`config.mk`:
```
export PLATFORM = sky130hd
export DESIGN_NAME = mutative_dfp_arbiter_flat
export DESIGN_NICKNAME = d
export VERILOG_FILES = /design/src/rtl/mutative_types.sv /design/src/rtl/mutative_dfp_arbiter_if.sv /design/src/rtl/mutative_rr_pick.sv /design/src/rtl/mutative_dfp_arbiter.sv /design/src/flat_wrapper.sv
export SDC_FILE = /design/constraint.sdc
export NUM_CORES = 1
export LEC_CHECK = 0
export BUFFER_PORTS_ARGS = -buffer_cell sky130_fd_sc_hd__buf_2
export CORE_AREA = 2 2 641 643
export CTS_CLUSTER_SIZE = 14
export DETAILED_ROUTE_END_ITERATION = 8
export DIE_AREA = 0 0 643 645
export SKIP_LAST_GASP = 1
export SLEW_MARGIN = 20
export SYNTH_ARGS = -nofsm -noshare
export SYNTH_HDL_FRONTEND = slang
export SYNTH_SLANG_ARGS = --single-unit
```
`constraint.sdc`:
```
create_clock -name clk -period 2.77 [get_ports clk]
set_input_delay 0.554 -clock clk [delete_from_list [all_inputs] [get_ports clk]]
set_output_delay 0.554 -clock clk [all_outputs]
set_load 0.01 [all_outputs]
```
`src/rtl/mutative_types.sv`:
```
// Shared types for the mutative cache memory-side arbiter: grant states,
// the registered memory request record and the port count.
package mutative_types;

    localparam int ARB_PORTS      = 2;
    localparam int MUT_ADDR_WIDTH = 32;
    localparam int MUT_LINE_WIDTH = 256;

    typedef enum logic [1:0] {
        IDLE   = 2'd0,
        GRANT0 = 2'd1,
        GRANT1 = 2'd2
    } arb_state_t;

    typedef struct packed {
        logic [MUT_ADDR_WIDTH-1:0] addr;
        logic                      read;
        logic                      write;
        logic [MUT_LINE_WIDTH-1:0] wdata;
    } dfp_req_t;

    // A write always wins over a read raised in the same cycle by the same port.
    function automatic dfp_req_t make_req(
        input logic [MUT_ADDR_WIDTH-1:0] addr,
        input logic                      read,
        input logic                      write,
        input logic [MUT_LINE_WIDTH-1:0] wdata
    );
        dfp_req_t r;
        r.addr  = addr;
        r.read  = read & ~write;
        r.write = write;
        r.wdata = wdata;
        return r;
    endfunction

endpackage

```
`src/rtl/mutative_dfp_arbiter_if.sv`:
```
// One line-transaction port: the requester side is master, the responder side is slave.
interface mutative_dfp_arbiter_if
    import mutative_types::*;
#(
    parameter int ADDR_WIDTH = MUT_ADDR_WIDTH,
    parameter int LINE_WIDTH = MUT_LINE_WIDTH
);

    logic [ADDR_WIDTH-1:0] addr;
    logic                  read;
    logic                  write;
    logic [LINE_WIDTH-1:0] wdata;
    logic [LINE_WIDTH-1:0] rdata;
    logic                  resp;

    modport master (
        output addr, read, write, wdata,
        input  rdata, resp
    );

    modport slave (
        input  addr, read, write, wdata,
        output rdata, resp
    );

endinterface

```
`src/rtl/mutative_rr_pick.sv`:
```
// Two-way round-robin selector: a lone requester wins, a tie goes to the port
// that was not served last.
module mutative_rr_pick
    import mutative_types::*;
(
    input  logic [ARB_PORTS-1:0] req,
    input  logic                 last_served,
    output logic                 grant_idx,
    output logic                 grant_valid
);

    assign grant_valid = |req;
    assign grant_idx   = (&req) ? ~last_served : req[1];

endmodule

```
`src/rtl/mutative_dfp_arbiter.sv`:
```
// Shares the single memory port between the I-side (p0) and D-side (p1) caches.
// Define MUTATIVE_ARB_WB_LOCK_EN to keep the grant for a refill read issued right after a writeback.
module mutative_dfp_arbiter
    import mutative_types::*;
(
    input logic                         clk,
    input logic                         rst_n,
    mutative_dfp_arbiter_if.slave       p0,
    mutative_dfp_arbiter_if.slave       p1,
    mutative_dfp_arbiter_if.master      dfp
);

`ifdef MUTATIVE_ARB_WB_LOCK_EN
    localparam bit WB_LOCK = 1'b1;
`else
    localparam bit WB_LOCK = 1'b0;
`endif

    arb_state_t           state_q, state_d;
    logic                 last_q, last_d;
    logic                 lock_q, lock_d;
    dfp_req_t             req_q, req_d;
    dfp_req_t             req0, req1, cur_req;
    logic [ARB_PORTS-1:0] req_vec;
    logic                 gidx;
    logic                 cur_active;
    logic                 resp_hit;
    logic                 pick_idx;
    logic                 pick_valid;

    assign req0       = make_req(p0.addr, p0.read, p0.write, p0.wdata);
    assign req1       = make_req(p1.addr, p1.read, p1.write, p1.wdata);
    assign req_vec    = {p1.read | p1.write, p0.read | p0.write};
    assign gidx       = (state_q == GRANT1);
    assign cur_req    = gidx ? req1 : req0;
    assign cur_active = req_vec[gidx];

    mutative_rr_pick u_pick (
        .req         (req_vec),
        .last_served (last_q),
        .grant_idx   (pick_idx),
        .grant_valid (pick_valid)
    );

    always_ff @(posedge clk) begin
        if (!rst_n) begin
            state_q <= IDLE;
            last_q  <= 1'b1;
            lock_q  <= 1'b0;
            req_q   <= '0;
        end else begin
            state_q <= state_d;
            last_q  <= last_d;
            lock_q  <= lock_d;
            req_q   <= req_d;
        end
    end

    always_comb begin
        state_d  = state_q;
        last_d   = last_q;
        lock_d   = 1'b0;
        req_d    = req_q;
        resp_hit = 1'b0;
        unique case (state_q)
            IDLE: begin
                if (pick_valid) begin
                    state_d = pick_idx ? GRANT1 : GRANT0;
                    req_d   = pick_idx ? req1 : req0;
                end
            end
            GRANT0, GRANT1: begin
                if (lock_q) begin
                    // One-cycle window after a writeback: only a refill read keeps the grant.
                    if (cur_req.read) begin
                        req_d = cur_req;
                    end else begin
                        state_d = IDLE;
                        last_d  = gidx;
                        req_d   = '0;
                    end
                end else if (dfp.resp) begin
                    // A requester that already dropped its request gets no resp.
                    resp_hit = cur_active;
                    req_d    = '0;
                    if (WB_LOCK && req_q.write) begin
                        lock_d = 1'b1;
                    end else begin
                        state_d = IDLE;
                        last_d  = gidx;
                    end
                end else if (cur_active) begin
                    req_d = cur_req;
                end
            end
            default: begin
                state_d = IDLE;
                req_d   = '0;
            end
        endcase
    end

    assign dfp.addr  = req_q.addr;
    assign dfp.read  = req_q.read;
    assign dfp.write = req_q.write;
    assign dfp.wdata = req_q.wdata;

    assign p0.rdata = dfp.rdata;
    assign p1.rdata = dfp.rdata;
    assign p0.resp  = rst_n & resp_hit & ~gidx;
    assign p1.resp  = rst_n & resp_hit & gidx;

    // Raising read and write together on one port breaks the cache protocol.
    p0_rw_exclusive: assert property (@(posedge clk) disable iff (!rst_n) !(p0.read && p0.write));
    p1_rw_exclusive: assert property (@(posedge clk) disable iff (!rst_n) !(p1.read && p1.write));

endmodule

```
`src/flat_wrapper.sv`:
```
// flat-port wrapper written by rule: the top's interface ports become plain ports
module mutative_dfp_arbiter_flat import mutative_types::*;
  (clk, rst_n, p0_addr, p0_read, p0_write, p0_wdata, p0_rdata, p0_resp, p1_addr, p1_read, p1_write, p1_wdata, p1_rdata, p1_resp, dfp_addr, dfp_read, dfp_write, dfp_wdata, dfp_rdata, dfp_resp);
  mutative_dfp_arbiter_if p0_i ();
  mutative_dfp_arbiter_if p1_i ();
  mutative_dfp_arbiter_if dfp_i ();
  input logic clk;
  input logic rst_n;
  input wire logic [$bits(p0_i.addr)-1:0] p0_addr;
  input wire logic [$bits(p0_i.read)-1:0] p0_read;
  input wire logic [$bits(p0_i.write)-1:0] p0_write;
  input wire logic [$bits(p0_i.wdata)-1:0] p0_wdata;
  output wire logic [$bits(p0_i.rdata)-1:0] p0_rdata;
  output wire logic [$bits(p0_i.resp)-1:0] p0_resp;
  input wire logic [$bits(p1_i.addr)-1:0] p1_addr;
  input wire logic [$bits(p1_i.read)-1:0] p1_read;
  input wire logic [$bits(p1_i.write)-1:0] p1_write;
  input wire logic [$bits(p1_i.wdata)-1:0] p1_wdata;
  output wire logic [$bits(p1_i.rdata)-1:0] p1_rdata;
  output wire logic [$bits(p1_i.resp)-1:0] p1_resp;
  output wire logic [$bits(dfp_i.addr)-1:0] dfp_addr;
  output wire logic [$bits(dfp_i.read)-1:0] dfp_read;
  output wire logic [$bits(dfp_i.write)-1:0] dfp_write;
  output wire logic [$bits(dfp_i.wdata)-1:0] dfp_wdata;
  input wire logic [$bits(dfp_i.rdata)-1:0] dfp_rdata;
  input wire logic [$bits(dfp_i.resp)-1:0] dfp_resp;
  assign p0_i.addr = p0_addr;
  assign p0_i.read = p0_read;
  assign p0_i.write = p0_write;
  assign p0_i.wdata = p0_wdata;
  assign p0_rdata = p0_i.rdata;
  assign p0_resp = p0_i.resp;
  assign p1_i.addr = p1_addr;
  assign p1_i.read = p1_read;
  assign p1_i.write = p1_write;
  assign p1_i.wdata = p1_wdata;
  assign p1_rdata = p1_i.rdata;
  assign p1_resp = p1_i.resp;
  assign dfp_addr = dfp_i.addr;
  assign dfp_read = dfp_i.read;
  assign dfp_write = dfp_i.write;
  assign dfp_wdata = dfp_i.wdata;
  assign dfp_i.rdata = dfp_rdata;
  assign dfp_i.resp = dfp_resp;
  mutative_dfp_arbiter u_core (.clk(clk), .rst_n(rst_n), .p0(p0_i), .p1(p1_i), .dfp(dfp_i));
endmodule
```
==> reports/metrics.cfg, run 1 <==
[power]
swShare=0.4054
clkPwrFrac=0.321
pwr-share-seq=0.330
peakVddDrop_uv=414.1
internal-power_mw=9.930
pwr-share-comb=0.348
p_leak_nw=8.610
power.density_nw_per_um2=671.3
switchingPower_mw=6.769

[synthesis]
synth_ff_type=dfxtp_1
yosysTopAreaCell=dfxtp_1
yosysWarnings=0
yosysTopAreaCellShare=0.3794
synth_async_sr_flop_share=0
synth_fp_nets=2412
syn_area_sq_um=15460
yosysSeqAreaShare=0.3794
avgSynthCellArea_sq_um=9.854
synthTopCellsByArea=dfxtp_1 (38%), buf_4 (26%), o2bb2ai_1 (16%)
yosys_register_bits=293
syn_inst=1569
synth_cell_types=34
synth_edf_count=0

[timing]
setup_viol_count_final=0
clock_skew_ns=0.04103
hold_viol=0
max_freq_mhz=388.7
report.final.slew_viol_count=0
fin_crit_ns=2.573
slew_headroom=0.5847
fin_crit_sh=0.9288
setup_tns_ns=0
worstMarginPinSlew_ns=0.6164
rsz0062_at_grt=no

[clock_tree]
cts_buffer_depth=3
clock_latency_ns=0.67
h-tree-depth=2
path_clk_slew_ns=0.06
cts_tree=built
cts_buffers=40
cts_hold_buf=0
clockRootBuffer=clkbuf_16
clock_sinks=293

[floorplanning]
row_count=235
start_util=0.03788
die_h_um=645
core_sq_um=408100
die_x_um=643
ioPinCount=1643
die_area_sq_um=414700

[route]
route.met3.wl_mm=68.94
drc_errors=0
wl_per_cell_um=37.37
routed_wl_mm=283.4
num_vias=17420
wl_met1_mm=62.86
routed_via_density=2.296
dr.pass1.iters=5
ant_nets=0
highest_layer=met5
drt_iter0_drc=1995
wl_met2_mm=135.1

[global_routing]
track_usage=0.1305
grt_pass1_vias=14670
grt_pass1_wl_mm=316.6
antenna_found_initial=273
grt_max_degree=63
grt-ovfl-total=0

[setup_path]
crit_chain=inv_1 -> buf_4 -> ha_2 -> o21ai_1 -> o21a_1 -> nor3_4 -> buf_6
worst-setup-path-type=register to output pin
max_stage_delay_ns=0.31
worst_path_max_delay_cell=dfxtp_1
path_buf_inv=3
startpoint_type=register
critical-path-top-delay-family=buffers and inverters
cp-end-kind=output pin
worstPathRequired_ns=2.22
crit_fanout=6
arrival_ns=2.02

[hold_path]
hp-class=input port to register

[place]
place_congestion=0.9551
io_buffers=874
hpwl_mm=261.4
dp_cells=7323

[outcome]
outcome=finished clean

[final_layout]
finalCoreUtilization=0.06095
final_cells=7585
area_growth_pct=60.89
fin_nets=2760
layout-drive-gt1-share=0.5244

[run]
drv_cap=0

[cell type report]
type	count	area, sq um
timing repair buffer	948	5339
clock buffer	52	1106
clock inverter	20	155.1
sequential	293	5866
multi-input combinational	630	5106
antenna	187	467.9
inverter	4	15.01
tap	5451	6820
fill	48410	383200
[metrics by stage]
| stage | worst slack, ns | total power, mW | hold WS, ns | area [sq um] |
|---|---|---|---|---|
| after CTS | 0.01912 | 17.00 | 0.06689 | 24360 |
| after detailed placement | -0.05182 | 11.40 | 0.4409 | 23080 |
| after global routing | 0.04665 | 17.46 | 0.1143 | 24730 |
| after floorplan | 0.7857 | 8.645 | 0.4925 | 15460 |
| after global placement | -0.04892 | 11.40 | 0.4405 | 23080 |
| final | 0.1971 | 16.70 | 0.1717 | 24880 |
[Yosys cell counts (all sizes together) (2+ instances only)]
| master | count |
|---|---|
| o211ai | 4 |
| a21boi | 2 |
| dfxtp | 293 |
| o21ai | 7 |
| a21oi | 2 |
| a211oi | 2 |
| o2bb2ai | 291 |
| buf | 625 |
| a22oi | 288 |
| nor2 | 3 |
| clkbuf | 17 |
| nand2 | 5 |
| nand3 | 3 |
| nand2b | 3 |
| nor3 | 2 |
| inv | 4 |
| o21a | 3 |
| ha | 4 |
[layout by cell type, fill, tap and decap left out, types with 4 or more instances in the layout]
| cell | netlist | final |
|---|---|---|
| a22oi_1 | 288 | 288 |
| buf_12 | 0 | 32 |
| buf_2 | 93 | 872 |
| buf_4 | 529 | 43 |
| clkbuf_1 | 17 | 6 |
| clkbuf_16 | 0 | 40 |
| clkbuf_8 | 0 | 6 |
| clkinv_2 | 0 | 7 |
| dfxtp_1 | 293 | 293 |
| diode_2 | 0 | 187 |
| inv_1 | 4 | 4 |
| inv_6 | 0 | 5 |
| nand2_1 | 5 | 5 |
| o21ai_0 | 6 | 5 |
| o2bb2ai_1 | 291 | 291 |
[worst register-to-register path, delay by kind of cell, from the launching register on]
kind            cells  cell delay [ns]
simple gates        3             0.87
buf+inv             3             0.61
flops               1             0.40
fa+ha+maj           1             0.37
compound gates      1             0.13
[sequential cells by signal, indices dropped and copies added, names as in the netlist]
name,count
u_core.dfp.write,1
u_core.state_q,2
u_core.last_q,1
u_core.dfp.addr,32
u_core.dfp.wdata,256
u_core.dfp.read,1
[final timing paths]
path,from,to,slack (ns),cells after the start
max,u_core.state_q[0]$_SDFFE_PN0P_,p0_resp,0.20,7
max reg2reg,u_core.state_q[1]$_SDFFE_PN0P_,u_core.dfp.wdata[80]$_SDFFE_PN0P_,0.27,8
min reg2reg,u_core.dfp.wdata[245]$_SDFFE_PN0P_,u_core.dfp.wdata[245]$_SDFFE_PN0P_,0.46,1
min,rst_n,u_core.last_q$_SDFFE_PN1P_,0.17,2
[metal layers]
| metal | track usage | vias up |
|---|---|---|
| li1 | - | 6284 |
| met1 | 0.08749 | 7674 |
| met5 | 0.009135 | - |
| met2 | 0.2219 | 2446 |
| met4 | 0.05499 | 204 |
| met3 | 0.1435 | 809 |
[logic make-up (layout without fill, tap and decap cells)]
group / Yosys count / count (layout) / synth area share
AOI/OAI and AO/OA: 603 / 603 / 0.3154
adders and majority gates: 4 / 4 / 0.003237
buffers and inverters: 646 / 1024 / 0.2938
DFF: 293 / 293 / 0.3794
other: 0 / 187 / 0
and+or+nand+nor: 23 / 23 / 0.008256
[timing repair]
action	in CTS	in global routing
hold endpoints to repair	0	0
buffers inserted	0	3
resized for setup	7	2
setup endpoints to repair	2	84
pin swaps	0	1
[power groups by stage]
stage | Clock, mW | Combinational (mW) | Sequential, mW
6_report | 5.37 | 5.82 | 5.52
2_1_floorplan | 0 | 2.84 | 5.81
5_1_grt | 5.72 | 6.16 | 5.58
4_1_cts | 5.64 | 5.88 | 5.48
3_5_place_dp | 0 | 5.85 | 5.55
3_3_place_gp | 0 | 5.84 | 5.55
Note: power is estimated with default switching activity, not from simulation.
==> inputs of run 2 (changes only) <==
--- a/config.mk
+++ b/config.mk
@@ -5,13 +5,14 @@
 export SDC_FILE = /design/constraint.sdc
 export NUM_CORES = 1
 export LEC_CHECK = 0
-export BUFFER_PORTS_ARGS = -buffer_cell sky130_fd_sc_hd__buf_2
-export CORE_AREA = 2 2 641 643
+export BUFFER_PORTS_ARGS = -buffer_cell sky130_fd_sc_hd__clkbuf_2
+export CORE_AREA = 2 2 639 641
 export CTS_CLUSTER_SIZE = 14
 export DETAILED_ROUTE_END_ITERATION = 8
-export DIE_AREA = 0 0 643 645
+export DIE_AREA = 0 0 641 643
 export SKIP_LAST_GASP = 1
 export SLEW_MARGIN = 20
 export SYNTH_ARGS = -nofsm -noshare
 export SYNTH_HDL_FRONTEND = slang
+export SYNTH_HIERARCHICAL = 1
 export SYNTH_SLANG_ARGS = --single-unit
==> run 2 against run 1 <==
Compared with the run above: flip-flop and latch count unchanged; global-route usage increased by 0.93 points; worst hold slack got worse by 0.044 ns; largest cell class is now multi-input gates; utilization is 1.8 points higher; first-iteration DRC count grew 2.6%; register-to-register slack better by 0.16 ns; critical endpoint unchanged; count of clock-buffer cells in the layout down 5; cell area up 28%; combinational power rose by 19%.
==> reports/metrics.cfg, run 2 <==
[outcome]
outcome=finished clean

[synthesis]
synth_async_sr_flop_share=0
yosysTopAreaCell=dfxtp_1
synth.most_common_cell=buf_4
yosysSeqAreaShare=0.2578
yosys_register_bits=293
avgSynthCellArea_sq_um=9.154
synthTopCellsByArea=dfxtp_1 (26%), buf_4 (17%), mux2_2 (14%)
syn_inst=2486
syn_area_sq_um=22760
synth_edf_count=0
ys_top_cells_by_count=buf_4 (529), dfxtp_1 (293), a21oi_1 (292), nor2_1 (290)
synth_cell_types=31
synth_ff_type=dfxtp_1
yosysTopAreaCellShare=0.2578
synth_fp_nets=3329
yosysWarnings=6

[place]
hpwl_mm=274.4
io_buffers=874
place_congestion=0.9443

[hold_path]
hp-class=input port to register
hold_path_depth=2

[route]
dr.pass1.iters=6
num_vias=22600
routed_wl_mm=301.2
wl_per_cell_um=36.17
routed_via_density=2.714
drt_iter0_drc=2047
ant_nets=0
drc_errors=0

[global_routing]
grt_max_degree=129
grt_pass1_vias=19650
track_usage=0.1399
grt_pass1_wl_mm=344.8
grt-ovfl-total=0
antenna_found_initial=276

[clock_tree]
clockRootBuffer=clkbuf_16
cts_setup_buffers=0
clock_sinks=293
cts_buffer_depth=3
cts_buffers=39
clock_latency_ns=0.67
h-tree-depth=2
path_clk_slew_ns=0.05
cts_tree=built

[timing]
holdWs_ns=0.1274
report.final.slew_viol_count=0
clock_skew_ns=0.03419
worstMarginPinSlew_ns=0.7124
setup_viol_count_final=0
slew_headroom=0.5250
rsz0062_at_grt=no
fin_crit_sh=0.9305
fin_crit_ns=2.577
setup_tns_ns=0
max_freq_mhz=388.0
hold_viol=0

[power]
peakVddDrop_uv=428.0
p_leak_nw=10.69
power.density_nw_per_um2=571.1
p_total_mw=18.18

[final_layout]
n_fill_cell=47530
largest_reg_flops=256
layout_common_cells=clkbuf_2 (872), dfxtp_1 (292), a21oi_1 (291), nor2_1 (290)
layout-drive-gt1-share=0.5036
layout_commonest_cell=clkbuf_2
fin_nets=3616
area_growth_pct=39.88

[run]
drv_cap=0

[setup_path]
worst-setup-path-type=register to output pin
arrival_ns=2.02
crit_fanout=13
startpoint_type=register
reg2reg_depth=8
cp-end-kind=output pin
worstPathRequired_ns=2.22

[floorplanning]
start_util=0.05616
ioPinCount=1643
die_area_sq_um=412200
core_sq_um=405200
die_x_um=641
row_count=234
die_h_um=643

==> run 2: cell count changes in the layout (fill, tap and decap cells not counted), sizes merged, moves of 89 or more <==
| cell | previous run | this run |
|---|---|---|
| buf | 948 | 81 |
| clkbuf | 52 | 919 |
| a21oi | 2 | 292 |
| mux2 | 0 | 289 |
| mux2i | 0 | 289 |
| a22oi | 288 | 1 |
| nor2 | 3 | 290 |
| diode | 187 | 98 |
==> run 2: what timing repair did <==
| item | CTS | global route |
|---|---|---|
| endpoints found under the setup margin | 2 | 1 |
| hold buffers | 0 | 0 |
| endpoints found under the hold margin | 0 | 0 |
| gates resized for setup | 3 | 2 |
==> run 2: cells by family (layout without fill, tap and decap cells) <==
logic type / after synthesis / in the layout / share of synthesized area
buf+inv: 710 / 1026 / 0.2137
other cells: 0 / 98 / 0
compound gates: 587 / 587 / 0.2019
fa+ha+maj: 4 / 4 / 0.002199
flops: 293 / 293 / 0.2578
simple gates: 314 / 314 / 0.05432
mux: 578 / 578 / 0.2701
==> run 2: path summary, 6_finish.rpt <==
kind | slack [ns] | start | to
min | 0.13 | rst_n | u_core/last_q$_SDFFE_PN1P_
max | 0.19 | u_core/state_q[0]$_SDFFE_PN0P_ | p0_resp
min reg2reg | 0.46 | u_core/dfp.wdata[57]$_SDFFE_PN0P_ | u_core/dfp.wdata[57]$_SDFFE_PN0P_
max reg2reg | 0.43 | u_core/state_q[0]$_SDFFE_PN0P_ | u_core/dfp.addr[25]$_SDFFE_PN0P_
==> run 2: worst max-delay path, stage by stage (launching register included) <==
cell and delay [ns]:
dfxtp_1 0.37, inv_2 0.09, ha_4 0.19, buf_12 0.18, nor3_2 0.21, buf_4 0.17
buf_12 0.12
==> run 2: per-layer routing <==
metal | share of wire | track usage
met2 | 0.49 | 0.2462
met3 | 0.20 | 0.1299
met1 | 0.24 | 0.09966
met4 | 0.053 | 0.06116
met5 | 0.0063 | 0.01543
==> run 2: power breakdown <==
group	leakage, nW	internal, mW	total [mW]	switching, mW
logic	7.61	2.76	6.92	4.16
registers	2.43	4.99	5.59	0.600
clock network	0.657	3.16	5.67	2.51
total	10.7	10.9	18.2	7.27
==> run 2: through the flow <==
| stage | utilization | instance area (sq um) | cells | worst slack, ns |
|---|---|---|---|---|
| 6_report | 0.07856 | 31830 | 8328 | 0.1926 |
| 5_1_grt | 0.07828 | 31720 | 8284 | 0.06637 |
| 4_1_cts | 0.07795 | 31590 | 8230 | -0.001237 |
| 3_5_place_dp | 0.07461 | 30230 | 8160 | -0.04555 |
| 3_3_place_gp | 0.07461 | 30230 | 8160 | -0.04453 |
| 2_1_floorplan | - | 22760 | 2486 | 0.4901 |
==> run 2: layout make-up <==
| type | instances | area [sq um] | share of cell area |
|---|---|---|---|
| well taps | 5428 | 6792 | 0.2134 |
| clock buffers | 47 | 1067 | 0.03353 |
| clock inverters | 23 | 276.5 | 0.008687 |
| flip-flops and latches | 293 | 5867 | 0.1843 |
| diodes | 98 | 245.2 | 0.007704 |
| inverters | 3 | 11.26 | 0.0003538 |
| multi-input cells | 1483 | 12090 | 0.3797 |
| repair buffers | 953 | 5485 | 0.1723 |
